**src/rtl/mult_pkg.sv**
```systemverilog
// Shared constants and state encoding for the iterative MIPS mult/multu engine.
package mult_pkg;

  localparam int unsigned MULT_WIDTH   = 32;
  localparam int unsigned MULT_CNT_W   = $clog2(MULT_WIDTH);
  localparam int unsigned MULT_LATENCY = MULT_WIDTH + 2;

  typedef enum logic [1:0] {
    IDLE = 2'd0,
    CALC = 2'd1,
    SIGN = 2'd2,
    DONE = 2'd3
  } mult_state_e;

endpackage

```
**src/rtl/mult_unit.sv**
```systemverilog
// Sequential shift-add multiplier for mult/multu, one multiplier bit per cycle.
// Optional `MULT_EARLY_TERM_EN leaves CALC once the remaining multiplier bits are zero.
module mult_unit
  import mult_pkg::*;
#(
  parameter int unsigned WIDTH = MULT_WIDTH
) (
  input  logic             clk,
  input  logic             reset_n,
  input  logic             start,
  input  logic             signed_op,
  input  logic [WIDTH-1:0] data_a,
  input  logic [WIDTH-1:0] data_b,
  output logic             busy,
  output logic             done,
  output logic [WIDTH-1:0] hi_out,
  output logic [WIDTH-1:0] lo_out
);

  localparam int unsigned PW = 2 * WIDTH;
  localparam int unsigned CW = $clog2(WIDTH);
`ifdef MULT_EARLY_TERM_EN
  localparam bit EARLY_TERM = 1'b1;
`else
  localparam bit EARLY_TERM = 1'b0;
`endif

  mult_state_e      state_q, state_d;
  logic [PW-1:0]    mcand_q, mcand_d;
  logic [PW-1:0]    acc_q, acc_d;
  logic [WIDTH-1:0] mplier_q, mplier_d;
  logic [WIDTH-1:0] hi_q, hi_d;
  logic [WIDTH-1:0] lo_q, lo_d;
  logic [CW-1:0]    cnt_q, cnt_d;
  logic             neg_q, neg_d;
  logic             busy_q, busy_d;
  logic             done_q, done_d;

  logic [WIDTH-1:0] mag_a_c, mag_b_c;
  logic [PW-1:0]    result_c;
  logic             last_iter_c;
  logic             launch_c;

  // Operand magnitudes (raw for multu); final sign fix is modulo 2^PW.
  always_comb begin
    mag_a_c     = (signed_op && data_a[WIDTH-1]) ? (~data_a + WIDTH'(1)) : data_a;
    mag_b_c     = (signed_op && data_b[WIDTH-1]) ? (~data_b + WIDTH'(1)) : data_b;
    result_c    = neg_q ? ((~acc_q) + PW'(1)) : acc_q;
    last_iter_c = (cnt_q == CW'(WIDTH - 1)) ||
                  (EARLY_TERM && (mplier_q[WIDTH-1:1] == '0));
    launch_c    = ((state_q == IDLE) || (state_q == DONE)) && start;
  end

  always_ff @(posedge clk or negedge reset_n) begin
    if (!reset_n) state_q <= IDLE;
    else          state_q <= state_d;
  end

  always_comb begin
    state_d = state_q;
    case (state_q)
      IDLE:    if (start) state_d = CALC;
      CALC:    if (last_iter_c) state_d = SIGN;
      SIGN:    state_d = DONE;
      DONE:    state_d = start ? CALC : IDLE;
      default: state_d = IDLE;
    endcase
  end

  // Status flags are registered from the next state so they line up with it.
  always_comb begin
    busy_d = (state_d == CALC) || (state_d == SIGN);
    done_d = (state_d == DONE);
  end

  always_comb begin
    mcand_d  = mcand_q;
    mplier_d = mplier_q;
    acc_d    = acc_q;
    cnt_d    = cnt_q;
    neg_d    = neg_q;
    hi_d     = hi_q;
    lo_d     = lo_q;
    if (launch_c) begin
      mcand_d  = {{WIDTH{1'b0}}, mag_a_c};
      mplier_d = mag_b_c;
      acc_d    = '0;
      cnt_d    = '0;
      neg_d    = signed_op & (data_a[WIDTH-1] ^ data_b[WIDTH-1]);
    end else if (state_q == CALC) begin
      if (mplier_q[0]) acc_d = acc_q + mcand_q;
      mcand_d  = mcand_q << 1;
      mplier_d = mplier_q >> 1;
      cnt_d    = cnt_q + CW'(1);
    end else if (state_q == SIGN) begin
      acc_d = result_c;
      hi_d  = result_c[PW-1:WIDTH];
      lo_d  = result_c[WIDTH-1:0];
    end
  end

  always_ff @(posedge clk or negedge reset_n) begin
    if (!reset_n) begin
      mcand_q  <= '0;
      mplier_q <= '0;
      acc_q    <= '0;
      cnt_q    <= '0;
      neg_q    <= 1'b0;
      hi_q     <= '0;
      lo_q     <= '0;
      busy_q   <= 1'b0;
      done_q   <= 1'b0;
    end else begin
      mcand_q  <= mcand_d;
      mplier_q <= mplier_d;
      acc_q    <= acc_d;
      cnt_q    <= cnt_d;
      neg_q    <= neg_d;
      hi_q     <= hi_d;
      lo_q     <= lo_d;
      busy_q   <= busy_d;
      done_q   <= done_d;
    end
  end

  assign busy   = busy_q;
  assign done   = done_q;
  assign hi_out = hi_q;
  assign lo_out = lo_q;

endmodule
```
**config.mk**
```make
export PLATFORM = sky130hd
export DESIGN_NAME = mult_unit
export DESIGN_NICKNAME = d
export VERILOG_FILES = /design/src/rtl/mult_pkg.sv /design/src/rtl/mult_unit.sv
export SDC_FILE = /design/constraint.sdc
export NUM_CORES = 1
export LEC_CHECK = 0
export CORE_MARGIN = 8
export CORE_UTILIZATION = 39
export CTS_CLUSTER_SIZE = 20
export DETAILED_ROUTE_END_ITERATION = 7
export GPL_ROUTABILITY_DRIVEN = 0
export PLACE_DENSITY = 0.7
export SYNTH_ARGS = -nofsm -noshare
export SYNTH_HDL_FRONTEND = slang
export SYNTH_SLANG_ARGS = --single-unit
```
**constraint.sdc**
```tcl
create_clock -name clk -period 3.25 [get_ports clk]
set_input_delay 0.65 -clock clk [delete_from_list [all_inputs] [get_ports clk]]
set_output_delay 0.65 -clock clk [all_outputs]
set_load 0.05 [all_outputs]
```
* Word level (Yosys, flattened, before mapping)
Cells that the tools add are included.
Storage, ports and cells: register bits after elaboration 234, input port bits 68, output and inout port bits 66, logic and storage cells 57
Cells by class: add/subtract/negate cells 5, equality and inequality tests 8, multiplexer cells 17, bitwise gates (word level) 7, reductions and logical operators 10
Operator list (number):
- 2-to-1 mux 64 bit | 7
- 2-to-1 mux 32 bit | 4
- adder 32 x 1 -> 32 bit (second input constant) | 2
- adder 64 x 1 -> 64 bit (second input constant) | 1
- adder 64 bit | 1
- inverter 32 bit | 2
- inverter 64 bit | 1
- 2-to-1 mux 5 bit | 2
- equality test 2 bit (second input constant) | 4
- case mux 2 bit (4 select lines) | 1
- adder 5 x 1 -> 5 bit (second input constant) | 1
- equality test 5 bit (second input constant) | 1
- equality test 2 x 1 -> 1 bit (second input constant) | 2
- 2-to-1 mux 2 bit | 2
- logical AND 1 bit | 3
- != test 3 bit (second input constant) | 1
- AND reduction 3 bit | 1
- nonzero test 3 bit | 1
- zero test 2 bit | 1
- logical OR 1 bit | 2
- inverter 1 bit | 2
- AND reduction 2 bit | 1
- nonzero test 2 bit | 1
- bitwise AND 1 bit | 1
- other kinds (2) | 2

* Logic depth before layout (Yosys ltp)
Gate-level depths: netlist of the first run.
word-level depth 6, gate-level depth with buffers 13

* Worst setup path before layout of the first run
OpenSTA, ideal clock, no wires.
path kind register to register, start reg acc_q[12], end reg acc_q[57], library setup time 0.135 ns, arrival time 3.279 ns, required time 3.115 ns, slack -0.164 ns, cell stages (with the launch flop) 14, buffers on the path 4, clock period less this slack 3.414 ns, cells stage by stage dfrtp_1 buf_6 or4_4 or3_4 or3_1 buf_2 or2_1 buf_6 or3_4 buf_6 o31ai_4 nor3_1 a221oi_2 o211ai_1
Between the ends: cells in the longest elaborated chain, start to end 6
Ends and longest elaborated chain:
- start: declaration | line mult_unit.sv:30 | logic [PW-1:0] acc_q, acc_d;
- start signal: assignment | line mult_unit.sv:106 | acc_q <= '0;
- start signal: assignment | line mult_unit.sv:116 | acc_q <= acc_d;
- inverter 64 bit | line mult_unit.sv:48 | result_c = neg_q ? ((~acc_q) + PW'(1)) : acc_q;
- adder 64 x 1 -> 64 bit | line mult_unit.sv:48
- 2-to-1 mux 64 bit | line mult_unit.sv:48
- 2-to-1 mux 64 bit | line mult_unit.sv:95 | end else if (state_q == SIGN) begin
- 2-to-1 mux 64 bit (*) | line mult_unit.sv:90 | end else if (state_q == CALC) begin
- 2-to-1 mux 64 bit (*) | line mult_unit.sv:84 | if (launch_c) begin
Mark *: on every way between the ends. The rest lies on a longest branch, timed or not. The select of a mux whose other input is x is not followed. A chain may end at the register's enable or synchronous reset.

* Final worst setup path of the first run
start reg acc_q[19], end reg acc_q[41]
The elaborated chain is that of the path after synthesis.

==> flow_metrics.tcl, run 1 <==
set metrics [dict create \
    clock.fmax_mhz 316 \
    place_area_um2 19800 \
    worstPathCellList "ha_1 > and4_1 > nand3_1 > a21oi_1 > nor4_2 > a21boi_1 > buf_4 > buf_4 > a21o_1 > buf_4 > a31oi_1 > o32ai_1 > a31o_2" \
    detail-route-antenna-nets 0 \
    critPathRequiredTime_ns 3.68 \
    mostFrequentLayoutCell "nand2_1" \
    antenna_found_initial 10 \
    cts_buffers 26 \
    area_growth_pct 24.9 \
    die_h_um 224 \
    ys_seq_area_share_pct 34.8 \
    rsz0062_at_grt "true" \
    finalHoldViolCount 0 \
    cts_tree "yes" \
    p_comb_share_pct 57.3 \
    holdBufCountCts 0 \
    cpMostUsedCell "buf_4" \
    clockRootBuffer "clkbuf_16" \
    grt_pass1_vias 15037 \
    critical_path_class "flip-flop to flip-flop" \
    layout_common_cells "nand2_1, o21ai_0, dfrtp_1" \
    report.final.slew_viol_count 0 \
    power_density_nw_per_um2 840 \
    synth_top_family_by_area "compound AO/OA/AOI/OAI gates" \
    synth-edff-count 0 \
    grt_start_max_net_pins 176 \
    synthesis.nets 2176 \
    start_kind "flip-flop" \
    clockPowerShare_pct 17.0 \
    fp.dieW_um 224 \
    portBuffers 133 \
    wl_per_cell_um 17.6 \
    synth.yosys.warnings 0 \
    fin_area_um2 21000 \
    ff2ff_path_depth 13 \
    p_leak_uw 0.00937 \
    cts_buffer_depth 3 \
    finalSetupViolCount 0 \
    vias 16095 \
    peakVddDrop_uv 525 \
    initial_utilization_pct 39.3 \
    p_sw_uw 7850 \
    routed_via_density 5.70 \
    grt_pass1_wl_mm 80.2 \
    synthSimpleGateAreaFrac_pct 18.4 \
    max-cap-violations 0 \
    hp-class "primary input to async pin" \
    worst_slew_pin_slew_ns 0.645 \
    yosys_most_used_dff "dfrtp_1" \
    slew_headroom_pct 57.0 \
    io_pins 134 \
    cts_max_level 1 \
    synth-adder-area-share_pct 5.55 \
    drt_iter0_drc 1602 \
    syn_area_um2 16800 \
    synthXorXnorAreaFrac_pct 9.17 \
    syn_avg_cell_area_um2 8.26 \
    fin_tns_setup_ns 0 \
    track_usage_pct 19.2 \
    clk_latency_ns 0.55 \
    multi_input_area_um2 10700 \
    p_int_uw 9780 \
    path_clk_slew_ns 0.06 \
    syn_inst 2034 \
    async_flop_share_pct 100 \
    grt_overflow_total 0 \
    nFillCells 4014 \
    ff_latch_area_um2 5860 \
    fin_crit_ns 3.16 \
    crit_path_end_kind "flip-flop" \
    slowest_delay_ns 0.48 \
    synthDistinctLibCells 77 \
    synthMuxAreaShare_pct 6.27 \
    hpwl_mm 37.4 \
    worstPathMaxFanout 7 \
    skew_ns 0.0127 \
    slowest_stage "dfrtp_1" \
    rows 76 \
    pwr-share-seq_pct 25.7 \
    wirelength_mm 49.8 \
    nNetsFinal 2399 \
    drive_gt1_share_pct 13.5 \
    cts_num_sinks 234 \
    drc 0 \
    synth_compound_area_share_pct 22.2 \
    drt_pass1_iterations 7 \
    die_area_um2 50000 \
    status "complete, no violations" \
    core_area_um2 42800 \
    fin_crit_sh_pct 97.3 \
    synth-seq-cells 234 \
    cp.arrival_ns 3.59 \
    switching_share_pct 44.5 \
]
## per-layer routing
layer | global-route usage (%) | part of all wire [%] | vias up
met5 | 0 | 0.21 | -
met4 | 5.50 | 2.8 | 18
met3 | 4.49 | 9.4 | 100
met2 | 28.1 | 42 | 632
met1 | 27.9 | 46 | 7572
li1 | - | - | 7773
## worst max-delay path, delay by kind of cell, from the launching register on
| kind | cells | cell delay [ns] |
|---|---|---|
| flip-flops | 1 | 0.48 |
| AND/OR/NAND/NOR | 3 | 0.63 |
| adder cells (fa/ha/maj) | 1 | 0.43 |
| AO/OA/AOI/OAI | 6 | 1.06 |
| buffers and inverters | 3 | 0.45 |
## final timing paths
kind,startpoint,endpoint,slack (ns)
worst min-delay path,reset_n,mplier_q[7],0.04
min in group clk,hi_out[18],hi_out[18],0.47
worst max-delay path,acc_q[19],acc_q[41],0.09
max in group asynchronous,reset_n,state_q[0],2.41
worst max register to register,acc_q[19],acc_q[41],0.09
worst min register to register,hi_out[18],hi_out[18],0.47
## cell type report
cell class | count | area share (%)
diodes | 1 | 0.0119
flip-flops and latches | 234 | 27.9
multi-input cells | 1644 | 50.7
repair buffers | 319 | 13.4
clock buffers | 40 | 3.69
clock inverters | 6 | 0.405
inverters | 32 | 0.572
well taps | 546 | 3.25
## metrics by stage
step | power [uW] | utilization, % | std cells | hold WS [ns] | setup WS [ns]
after global routing | 18900 | 49.1 | 2822 | 0.0841 | -0.0293
final | 17600 | 49.1 | 2822 | 0.0375 | 0.0863
after global placement | 13800 | 46.2 | 2768 | 0.461 | -0.393
after CTS | 17200 | 48.4 | 2815 | 0.0724 | -0.00225
after floorplan | 10700 | - | 2034 | 0.354 | -0.164
after detailed placement | 14100 | 46.2 | 2768 | 0.464 | -0.452
## registers in the layout, summed over array words and instances (netlist names)
signal and cells:
busy 1, hi_out 32, cnt_q 5, state_q 2, acc_q 64, mplier_q 32, neg_q 1, mcand_q 64
lo_out 32, done 1
## power by group through the flow
stage / sequential (uW) / combinational, uW / clock, uW
5_1_grt: 4630 / 11000 / 3190
2_1_floorplan: 4330 / 6350 / 0
3_5_place_dp: 4520 / 9540 / 0
3_3_place_gp: 4480 / 9290 / 0
4_1_cts: 4480 / 9620 / 3060
6_report: 4530 / 10100 / 3000
## cell families after synthesis
| family | after synthesis |
|---|---|
| AOI/OAI and AO/OA | 611 |
| xor gates and xnor gates | 176 |
| adders and majority gates | 74 |
| buffers and inverters | 156 |
| DFF | 234 |
| muxes | 105 |
| and+or+nand+nor | 678 |
## synthesized netlist by cell type (17+ instances only)
cell type,count,area [um2]
dfrtp_1,234,5860
nand3_1,17,85.1
a21oi_1,150,751
xor2_1,107,937
inv_1,32,120
nand4_1,27,169
o31ai_1,22,165
clkbuf_1,101,379
mux2i_1,102,1020
a21o_1,47,353
xnor2_1,69,604
or3_1,26,163
a31oi_1,17,106
o21bai_1,18,135
ha_1,73,913
nand2_1,272,1020
or4_1,18,135
nor3_1,61,305
o21ai_0,238,1190
nor2_1,182,683
## repair_timing
item | 4_1_cts | 5_1_grt
pin swaps | 6 | 19
endpoints found under the setup margin | 15 | 42
setup buffers | 1 | 6
resized for setup | 15 | 52
Power figures use the tool's default switching activity.
==> run 2, diff against run 1 <==
- PLACE_DENSITY: 0.7 -> 0.68
- clock period: 3.25 -> 4.09 ns (I/O delays scaled with it)
==> flow_metrics.tcl, run 2 (same netlist as run 1, synthesis figures left out) <==
set metrics [dict create \
    status "complete, no violations" \
    hp-class "primary input to async pin" \
    holdWs_ns 0.139 \
    drc 0 \
    power_density_nw_per_um2 663 \
    drt_iter0_drc 1348 \
    grt_overflow_total 0 \
    routed_via_density 5.72 \
    die_area_um2 50000 \
    postCtsSetupRepairBufs 0 \
    worst_slew_pin_slew_ns 1.02 \
    crit_path_end_kind "flip-flop" \
    vias 15280 \
    cp.arrival_ns 4.19 \
    cts_num_sinks 234 \
    mostFrequentLayoutCell "nand2_1" \
    path_clk_slew_ns 0.06 \
    finalSetupViolCount 0 \
    clk_latency_ns 0.56 \
    slowest_delay_ns 0.62 \
    area_growth_pct 16.2 \
    fin_crit_ns 3.78 \
    cts_tree "yes" \
    core_area_um2 42800 \
    grt_start_max_net_pins 164 \
    slowest_stage "or4_1" \
    detail-route-antenna-nets 0 \
    clock.fmax_mhz 265 \
    top_regs "acc_q: 64 flops, mcand_q: 64 flops" \
    antenna_found_initial 9 \
    track_usage_pct 18.8 \
    p_leak_uw 0.00857 \
    fin_crit_sh_pct 92.3 \
    critPathTopFamily "compound AO/OA/AOI/OAI gates" \
    slew_headroom_pct 32.0 \
    grt_pass1_vias 14359 \
    grt_pass1_wl_mm 78.0 \
    cts_buffer_depth 3 \
    io_pins 134 \
    skew_ns 0.0247 \
    cts_buffers 27 \
    finalPower_uw 12900 \
    cts_max_level 1 \
    wirelength_mm 48.2 \
    max-cap-violations 0 \
    finalHoldViolCount 0 \
    worstPathMaxFanout 9 \
    drive_gt1_share_pct 5.13 \
    drt_pass1_iterations 5 \
    fp.dieW_um 224 \
    crit_buf_inv 0 \
    report.final.slew_viol_count 0 \
    nFillCells 4162 \
    portBuffers 133 \
    hpwl_mm 36.5 \
    clockRootBuffer "clkbuf_16" \
    layout_common_cells "nand2_1, o21ai_0, dfrtp_1" \
    critical_path_class "flip-flop to flip-flop" \
    wl_per_cell_um 18.1 \
    fin_tns_setup_ns 0 \
    rsz0062_at_grt "false" \
    die_h_um 224 \
    initial_utilization_pct 39.3 \
    start_kind "flip-flop" \
    peakVddDrop_uv 415 \
    critPathRequiredTime_ns 4.51 \
    ctsResizeCount 0 \
    holdBufCountCts 0 \
    final_util_pct 45.7 \
    worstPathCellList "ha_1 > and4_1 > and3_1 > a32oi_1 > or4_1 > a21boi_0 > o311ai_0 > a211oi_1 > mux2i_1 > o21ai_1" \
    nNetsFinal 2249 \
    rows 76 \
]
==> run 2: cell count changes in the layout (fill, tap and decap cells not counted), sizes merged <==
cell,change
inv,+1
clkinv,+1
clkbuf,-2
buf,-151
==> run 2: worst reg2reg max path, cell delays in order, from the launching register on <==
cell and delay (ns):
dfrtp_1 0.49, ha_1 0.43, and4_1 0.26, and3_1 0.19, a32oi_1 0.20, or4_1 0.62
a21boi_0 0.32, o311ai_0 0.27, a211oi_1 0.54, mux2i_1 0.25, o21ai_1 0.07
==> run 2: power by group <==
group          total [uW]  switching [uW]  internal [uW]
sequential           3800             873           2920
combinational        6740            4120           2630
clock                2410             970           1440
==> run 2: per-stage QoR <==
stage | instance area, um2 | setup slack (ns) | std cells
floorplan | 16800 | 0.676 | 2034
global placement | 18700 | 0.177 | 2624
detailed placement | 18700 | 0.128 | 2624
CTS | 19500 | 0.406 | 2670
global route | 19500 | 0.179 | 2671
finish | 19500 | 0.314 | 2671
==> run 2: final cells by class <==
class                      count  area, um2  share of cell area, %
antenna                        1       2.50                 0.0128
clock buffer                  38        777                   3.98
clock inverter                 8       98.8                  0.506
inverter                      32        120                  0.615
multi-input combinational   1644      10400                   53.1
sequential                   234       5860                   30.0
tap                          546        683                   3.50
timing repair buffer         168       1620                   8.31
==> run 2: path summary, 6_finish.rpt <==
kind | start | end | slack, ns | cells after the start
max | acc_q[11] | acc_q[63] | 0.31 | 10
max reg2reg | acc_q[11] | acc_q[63] | 0.31 | 10
min reg2reg | hi_out[6] | hi_out[6] | 0.47 | 1
min in group clk | hi_out[6] | hi_out[6] | 0.47 | 1
min | reset_n | mplier_q[9] | 0.14 | 1
max in group asynchronous | reset_n | hi_out[4] | 2.71 | 2
==> run 2: metal layers <==
metal  wire length (um)  global-route usage [%]  part of all wire (%)  vias up
met5                103                       0                  0.21        -
met4                686                    3.33                   1.4       16
met3               4480                    3.99                   9.3       62
met2              20700                    28.8                    43      585
met1              22300                    27.2                    46     7164
li1                   -                       -                     -     7453
==> run 3, diff against run 2 <==
- CORE_ASPECT_RATIO: not set -> 1.2
- PLACE_DENSITY: 0.68 -> 0.7
- clock period: 4.09 -> 3.25 ns (I/O delays scaled with it)
==> flow_metrics.tcl, run 3 (same netlist as run 1, synthesis figures left out) <==
set metrics [dict create \
    finalSetupViolCount 0 \
    cts_max_level 1 \
    drt_pass1_iterations 5 \
    cts_num_sinks 234 \
    hpwl_mm 39.4 \
    die_h_um 243 \
    initial_utilization_pct 39.4 \
    area_growth_pct 28.5 \
    finalHoldViolCount 0 \
    grt_pass1_wl_mm 84.0 \
    holdBufCountCts 0 \
    setup_slack_ns 0.0692 \
    clock.fmax_mhz 314 \
    cts_buffers 27 \
    die_area_um2 50000 \
    slowest_stage "or4_4" \
    pre_cts_ws_ns -0.454 \
    rows 83 \
    core_area_um2 42700 \
    grt_overflow_total 0 \
    grt_start_max_net_pins 150 \
    track_usage_pct 20.3 \
    fin_crit_ns 3.18 \
    slowest_delay_ns 0.54 \
    worst_slew_pin_slew_ns 0.916 \
    path_clk_slew_ns 0.06 \
    hp-class "primary input to async pin" \
    p_leak_uw 0.00971 \
    vias 16269 \
    peakVddDrop_uv 521 \
    cts_buffer_depth 3 \
    wl_per_cell_um 18.2 \
    detail-route-antenna-nets 0 \
    skew_ns 0.0179 \
    io_pins 134 \
    dp_cells 2828 \
    portBuffers 133 \
    start_kind "flip-flop" \
    clk_latency_ns 0.56 \
    wirelength_mm 52.6 \
    layout_common_cells "nand2_1, buf_4, dfrtp_1" \
    fp.dieW_um 206 \
    routed_via_density 5.63 \
    clockRootBuffer "clkbuf_16" \
    critical_path_class "flip-flop to flip-flop" \
    crit_buf_inv 2 \
    crit_path_end_kind "flip-flop" \
    drc 0 \
    nNetsFinal 2462 \
    cp.arrival_ns 3.62 \
    report.final.slew_viol_count 0 \
    power_density_nw_per_um2 854 \
    drt_iter0_drc 1137 \
    antenna_cells 0 \
    worstPathMaxFanout 4 \
    critPathRequiredTime_ns 3.69 \
    slew_headroom_pct 38.9 \
    grt_pass1_vias 16305 \
    mostFrequentLayoutCell "nand2_1" \
    fin_crit_sh_pct 97.9 \
    antenna_found_initial 0 \
    cts_tree "yes" \
    max-cap-violations 0 \
    worstPathCellList "ha_4 > and4_1 > and3_1 > a32oi_2 > or4_4 > a21boi_4 > buf_4 > o311ai_2 > a211oi_2 > buf_4 > mux2i_1 > o21ai_1" \
    drive_gt1_share_pct 16.5 \
    top_regs "acc_q: 64 flops, mcand_q: 64 flops" \
    cpMostUsedCell "buf_4" \
    critPathTopFamily "simple AND/OR/NAND/NOR gates" \
    status "complete, no violations" \
    stdcell_count 2892 \
]
run 3: stage by stage:
step                      area (um2)  utilization (%)  setup TNS (ns)  hold slack, ns  power, uW
final                          21600             50.6               0          0.0273      18500
after global routing           21600             50.6         -0.0881          0.0570      19700
after CTS                      21200             49.7         -0.0404          0.0408      17900
after detailed placement       20200             47.3           -5.90           0.469      14700
after global placement         20200             47.3           -3.71           0.464      14400
after floorplan                16800                -          -0.489           0.354      10700
run 3: area by class of cell:
type                    count  area, um2
clock buffers              35        746
clock inverters            14        125
fillers                  3928      21100
inverters                  32        120
multi-input cells        1644      10800
flip-flops and latches    234       5860
well taps                 552        691
repair buffers            381       3280
run 3: power breakdown:
part           total [uW]  internal, uW  switching [uW]  leakage, uW
Clock                3020          1710            1310     0.000422
Combinational       11000          4780            6170      0.00620
Sequential           4480          3680             797      0.00309
Total               18500         10200            8280      0.00971
run 3: final timing paths:
path	from	to	slack, ns	depth (start not counted)
worst min register to register	hi_out[16]	hi_out[16]	0.47	1
worst min-delay path	reset_n	lo_out[12]	0.03	1
worst max register to register	acc_q[11]	acc_q[63]	0.07	12
max in group asynchronous	reset_n	hi_out[18]	2.33	2
worst max-delay path	acc_q[11]	acc_q[63]	0.07	12
min in group clk	hi_out[16]	hi_out[16]	0.47	1
run 3: worst register-to-register path: cells and delay by family (launching register included):
family                     cells  cell delay (ns)
DFF                            1             0.44
adders and majority gates      1             0.32
and+or+nand+nor                3             1.02
buffers and inverters          2             0.29
muxes                          1             0.18
AOI/OAI and AO/OA              5             0.82
run 3: metal layers:
layer	GRT usage (%)	routed length [um]
met1	24.3	21100
met2	34.3	25400
met3	3.00	3040
met4	11.4	3140
met5	0	0
run 3: repair_timing:
action / CTS / global route
setup endpoints to repair: 32 / 38
pin swaps: 9 / 34
setup buffers: 3 / 14
resized for setup: 28 / 59
